## src/rtl/fw_pkg.sv

```systemverilog
// Shared encodings for the firewall event scheduler and the firewall core.
package fw_pkg;

    typedef enum logic [1:0] {
        SCHED_ACTIVE   = 2'd0,
        SCHED_BLOCKED  = 2'd1,
        SCHED_COOLDOWN = 2'd2
    } sched_state_e;

    typedef enum logic {
        EV_RULE    = 1'b0,
        EV_PATTERN = 1'b1
    } ev_type_e;

    typedef enum logic [1:0] {
        FW_IDLE    = 2'd0,
        FW_MONITOR = 2'd1,
        FW_BLOCK   = 2'd2,
        FW_RECOVER = 2'd3
    } fw_state_e;

    localparam int GRANT_ID_W = 3;

endpackage

```

## src/rtl/fw_rr_arbiter.sv

```systemverilog
// Combinational round-robin grant: first requester at or after ptr_i wins.
module fw_rr_arbiter #(
    parameter  int N  = 4,
    localparam int IW = $clog2(N)
) (
    input  logic [N-1:0]  req_i,
    input  logic [IW-1:0] ptr_i,
    output logic [N-1:0]  gnt_o,
    output logic [IW-1:0] idx_o,
    output logic          any_o
);

    always_comb begin
        logic [IW-1:0] j;
        gnt_o = '0;
        idx_o = '0;
        any_o = 1'b0;
        j     = '0;
        for (int k = 0; k < N; k++) begin
            j = IW'((int'(ptr_i) + k) % N);
            if (!any_o && req_i[j]) begin
                any_o    = 1'b1;
                gnt_o[j] = 1'b1;
                idx_o    = j;
            end
        end
    end

endmodule

```

## src/rtl/fw_event_scheduler.sv

```systemverilog
// Round-robin scheduler of detector violation events into the firewall FSM.
// Optional per-source strike masking is enabled with `define SCHED_SRC_MASK_EN.
module fw_event_scheduler
    import fw_pkg::*;
#(
    parameter int NUM_SRC    = 4,
    parameter int CNT_W      = 8,
    parameter int COOLDOWN   = 8,
    parameter int STRIKE_MAX = 5
) (
    input  logic                  clk,
    input  logic                  rst,
    input  logic [NUM_SRC-1:0]    req_valid,
    input  logic [NUM_SRC-1:0]    req_type,
    output logic [NUM_SRC-1:0]    req_ready,
    input  logic                  fw_block,
    input  logic                  mask_clr,
    output logic                  rule_violation,
    output logic                  pattern_violation,
    output logic [GRANT_ID_W-1:0] grant_id,
    output logic [NUM_SRC-1:0]    src_mask,
    output logic [CNT_W-1:0]      event_count,
    output logic [CNT_W-1:0]      drop_count
);

    localparam int PTR_W = $clog2(NUM_SRC);
    localparam int CD_W  = $clog2(COOLDOWN + 1);

    sched_state_e          state_q;
    logic [PTR_W-1:0]      ptr_q, ptr_d;
    logic [CD_W-1:0]       cd_q;
    logic                  rule_q, pat_q;
    logic [GRANT_ID_W-1:0] gid_q;
    logic [CNT_W-1:0]      ev_q, ev_d, dr_q, dr_d;
    logic [NUM_SRC-1:0]    mask_q;

    logic [NUM_SRC-1:0]    arb_gnt;
    logic [PTR_W-1:0]      arb_idx;
    logic                  arb_any;
    logic                  xfer, fwd, blk_drop, mdrop;
    logic [CNT_W:0]        dr_sum;

    fw_rr_arbiter #(.N(NUM_SRC)) u_arb (
        .req_i (req_valid & ~mask_q),
        .ptr_i (ptr_q),
        .gnt_o (arb_gnt),
        .idx_o (arb_idx),
        .any_o (arb_any)
    );

    assign xfer     = arb_any && (state_q != SCHED_COOLDOWN);
    assign fwd      = xfer && (state_q == SCHED_ACTIVE);
    assign blk_drop = xfer && (state_q == SCHED_BLOCKED);

    // Masked sources are always drained so a misbehaving detector never stalls.
    assign req_ready = (xfer ? arb_gnt : '0) | (req_valid & mask_q);

    assign ptr_d  = (arb_idx == PTR_W'(NUM_SRC - 1)) ? '0 : arb_idx + PTR_W'(1);
    assign ev_d   = (ev_q == '1) ? ev_q : ev_q + CNT_W'(1);
    assign dr_sum = {1'b0, dr_q} + (CNT_W+1)'(blk_drop) + (CNT_W+1)'(mdrop);
    assign dr_d   = dr_sum[CNT_W] ? '1 : dr_sum[CNT_W-1:0];

`ifdef SCHED_SRC_MASK_EN
    localparam int SW = $clog2(STRIKE_MAX + 1);
    logic [NUM_SRC-1:0][SW-1:0] strike_q;

    assign mdrop = |(req_valid & mask_q);

    // Mask is set on the same edge as the final strike so the next event is dropped.
    always_ff @(posedge clk) begin
        if (rst || mask_clr) begin
            strike_q <= '0;
            mask_q   <= '0;
        end else if (fwd) begin
            strike_q[arb_idx] <= strike_q[arb_idx] + SW'(1);
            if (strike_q[arb_idx] == SW'(STRIKE_MAX - 1))
                mask_q[arb_idx] <= 1'b1;
        end
    end
`else
    logic unused_mask_clr;
    assign unused_mask_clr = mask_clr;
    assign mask_q          = '0;
    assign mdrop           = 1'b0;
`endif

    always_ff @(posedge clk) begin
        if (rst) begin
            state_q <= SCHED_ACTIVE;
            ptr_q   <= '0;
            cd_q    <= '0;
            rule_q  <= 1'b0;
            pat_q   <= 1'b0;
            gid_q   <= '0;
            ev_q    <= '0;
            dr_q    <= '0;
        end else begin
            rule_q <= fwd && (req_type[arb_idx] == EV_RULE);
            pat_q  <= fwd && (req_type[arb_idx] == EV_PATTERN);
            dr_q   <= dr_d;
            if (xfer) ptr_q <= ptr_d;
            if (fwd) begin
                gid_q <= GRANT_ID_W'(arb_idx);
                ev_q  <= ev_d;
            end
            case (state_q)
                SCHED_ACTIVE:
                    if (fw_block) state_q <= SCHED_BLOCKED;
                SCHED_BLOCKED:
                    if (!fw_block) begin
                        state_q <= SCHED_COOLDOWN;
                        cd_q    <= CD_W'(COOLDOWN - 1);
                    end
                SCHED_COOLDOWN:
                    if (fw_block)         state_q <= SCHED_BLOCKED;
                    else if (cd_q == '0)  state_q <= SCHED_ACTIVE;
                    else                  cd_q    <= cd_q - CD_W'(1);
                default:
                    state_q <= SCHED_ACTIVE;
            endcase
        end
    end

    assign rule_violation    = rule_q;
    assign pattern_violation = pat_q;
    assign grant_id          = gid_q;
    assign event_count       = ev_q;
    assign drop_count        = dr_q;
    assign src_mask          = mask_q;

endmodule

```

## config.mk

```make
export PLATFORM = sky130hd
export DESIGN_NAME = fw_event_scheduler
export DESIGN_NICKNAME = d
export VERILOG_FILES = /design/src/rtl/fw_pkg.sv /design/src/rtl/fw_rr_arbiter.sv /design/src/rtl/fw_event_scheduler.sv
export SDC_FILE = /design/constraint.sdc
export NUM_CORES = 1
export LEC_CHECK = 0
export BUFFER_PORTS_ARGS = -buffer_cell sky130_fd_sc_hd__buf_2
export CORE_AREA = 2 2 68 70
export CTS_CLUSTER_DIAMETER = 80
export DETAILED_ROUTE_END_ITERATION = 16
export DIE_AREA = 0 0 70 72
export PLACE_DENSITY = 0.69
export SLEW_MARGIN = 20
export SYNTH_ARGS = -nofsm -noshare
export SYNTH_HDL_FRONTEND = slang
export SYNTH_HIERARCHICAL = 1
export SYNTH_SLANG_ARGS = --single-unit
```

## constraint.sdc

```tcl
create_clock -name clk -period 3.1 [get_ports clk]
set_input_delay 0.155 -clock clk [delete_from_list [all_inputs] [get_ports clk]]
set_output_delay 0.155 -clock clk [all_outputs]
set_load 0.02 [all_outputs]
```

==> reports/summary.txt <==
clk buf depth: 2
I/O pin count: 41
Fin Setup TNS: 0 ns
Post-synth top flop: dfxtp_1
DR pass1 iterations: 4
area of placed instances: 2100 um^2
period utilisation layout: 91.5%
Worst Min Path Start: fw_block
GRT overflow: 0
XOR/XNOR share of the synthesized area: 0.463%
VDD IR max: 292 uV
reg2reg end: drop_count[7]
Hold WC Path Type: in -> reg
synthesis-to-layout area growth: 13.1%
Yosys top cell area share: 29.6%
Seq. cell area: 562 um^2
routed vias: 1682
Slew Viols, Final: 0
height of the die: 72 um
GP Congestion: 0.794
reg2reg start: ptr_q[0]
synthesized area per cell: 9.09 um^2
status: finished clean
largest family of logic cells by synthesized area: simple AND/OR/NAND/NOR gates
clock-pin transition on the worst setup and hold timing paths: 0.09 ns
largest net degree at the start of global routing: 32
Layout fillers: 423
fraction of the mapped netlist area in simple logic gates: 22.8%
Worst setup EP type: register
CTS Buf Count: 3
yosys warns: 6
core area: 4260 um^2
Max Cap Viol: 0
worst-path maximum fanout: 10
Reg2Reg Depth: 11
area fraction in compound gates after synthesis: 21.4%
antenna diode count: 0
first-pass GRT wire length: 6290 um
RSZ-0062 raised after global routing: no
kind of critical path: reg -> reg
antenna-violating nets left: 0
initial antenna violation count: 0
WL final: 3740 um
min cycle time layout: 2.84 ns
final hold vios: 0
Initial Util: 44.3%
area of the die: 5040 um^2
H-tree Lvls: 1
Total Routing Usage GR: 14.9%
multi-input logic area: 1180 um^2
die width: 70 um
Netlist Area Pre-Place: 1890 um^2
fmax: 0.352 GHz
adder-cell share of the synthesized area: 6.62%
top post-synthesis cells by count: dfxtp_1, a21oi_1, inv_1, ha_1, o21ai_0
Slew headroom: 58.3%
clk_lat worst skew: 0.27 ns
setup violators final: 0
fin nets: 266
register area share after synthesis: 29.6%
CTS tree: built
Via density: 5.72
Req. time, crit path: 3.24 ns
Post-synth EDFFs: 0
P per Cell Area: 665 nW/um^2
Hold Path Depth: 2
Worst setup SP type: register
hpwl dp: 2750 um
number of port buffers: 34
multiplexer share of the synthesized area: 10.3%
Layout Cell Area excl Fill: 2140 um^2
Mapped Cells: 208
fraction of registers with async set/reset: 0%
Rows: 24
most common cell in the netlist: dfxtp_1
post-route clock skew: 0.00415 ns
r2r setup slk: 0.26 ns
leak pwr: 0.897 nW
share of post-route cells with drive strength above 1: 24.8%
Hold EP: state_q[1]
Arr. time, crit path: 2.98 ns
post-synth top area cell: dfxtp_1
DRT iter0 DRCs: 53
Post-route DRC: 0
Worst-Margin Slew: 0.621 ns
vias in the first global route: 1440
Area contributors post-synth: dfxtp_1, ha_1, a21oi_1
Clock Sink Count: 28
register bit total from synthesis: 28
Distinct cells, synth: 53
WL/cell: 12.7 um
CTS root buf: clkbuf_8
-- layout make-up --
| cell class | instances | area share [%] |
|---|---|---|
| timing repair buffer | 43 | 11.1 |
| tap | 52 | 3.04 |
| multi-input combinational | 155 | 55.4 |
| clock buffer | 3 | 1.93 |
| inverter | 13 | 2.28 |
| sequential | 28 | 26.3 |
-- logic make-up after synthesis --
kind of cell	count (synthesis)
and+or+nand+nor	67
AOI/OAI and AO/OA	60
buffers and inverters	29
DFF	28
muxes	12
adders and majority gates	10
other	1
xor gates and xnor gates	1
-- through the flow --
step / worst slack [ns] / std cells / power (W) / hold WS [ns] / util [%]
2_1_floorplan: 0.127 / 212 / 0.00106 / 0.339 / -
3_3_place_gp: 0.219 / 291 / 0.00124 / 0.448 / 49.1
3_5_place_dp: 0.192 / 291 / 0.00124 / 0.453 / 49.1
4_1_cts: 0.175 / 294 / 0.00144 / 0.170 / 50.1
5_1_grt: 0.0498 / 294 / 0.00153 / 0.192 / 50.1
6_report: 0.263 / 294 / 0.00142 / 0.186 / 50.1
-- how the worst max path moves through the flow --
stage,start,slack [ns],endpoint,cells after the start
floorplan,ptr_q[0],0.13,drop_count[7],14
global placement,ptr_q[1],0.22,drop_count[7],12
detailed placement,ptr_q[1],0.19,drop_count[7],12
CTS,ptr_q[1],0.18,drop_count[7],12
global route,ptr_q[0],0.05,drop_count[7],11
finish,ptr_q[0],0.26,drop_count[7],11
-- sequential cells by signal (all words and copies together) (netlist names) --
register	count
cd_q	4
ptr_q	2
rule_violation	1
event_count	8
state_q	2
grant_id	2
pattern_violation	1
drop_count	8
-- per-layer routing --
metal	global-route usage (%)	up-vias	part of all wire (%)
met5	0	-	0
met4	5.13	0	0.96
met3	1.25	4	3.3
met2	24.7	34	47
met1	20.7	794	49
li1	-	850	-
-- worst max-delay path, cell delays in order, from the launching register on --
cell and delay (ns):
dfxtp_1 0.37, buf_4 0.20, mux4_2 0.53, nor3_1 0.30, nand2b_1 0.13, inv_1 0.09, nor2_1 0.06, ha_1 0.21
ha_1 0.23, and4_1 0.25, nor4b_1 0.29, nor3b_1 0.08
-- cells in the final DEF (no fill, tap or decap), types with 5 or more instances in the layout --
cell and instances:
a22oi_1 8, inv_1 13, nor2b_1 5, nor3b_1 5
o21ai_0 9, buf_4 9, nand3_1 5, a211oi_1 8
and3_1 6, conb_1 5, dfxtp_1 27, ha_1 10
a21oi_1 15, nor2_1 7, buf_2 34, nand2_1 8
-- timing repair --
| item | CTS | global route |
|---|---|---|
| hold buffers | 0 | 0 |
| setup endpoints to repair | 0 | 1 |
| gates resized for setup | 0 | 1 |
| setup buffers | 0 | 0 |
-- power by group --
group	internal, W	switching [W]
Sequential	0.000408	0.0000384
Combinational	0.000360	0.000424
Clock	0.0000871	0.000106
Total	0.000855	0.000568
Note: power is estimated with default switching activity, not from simulation.
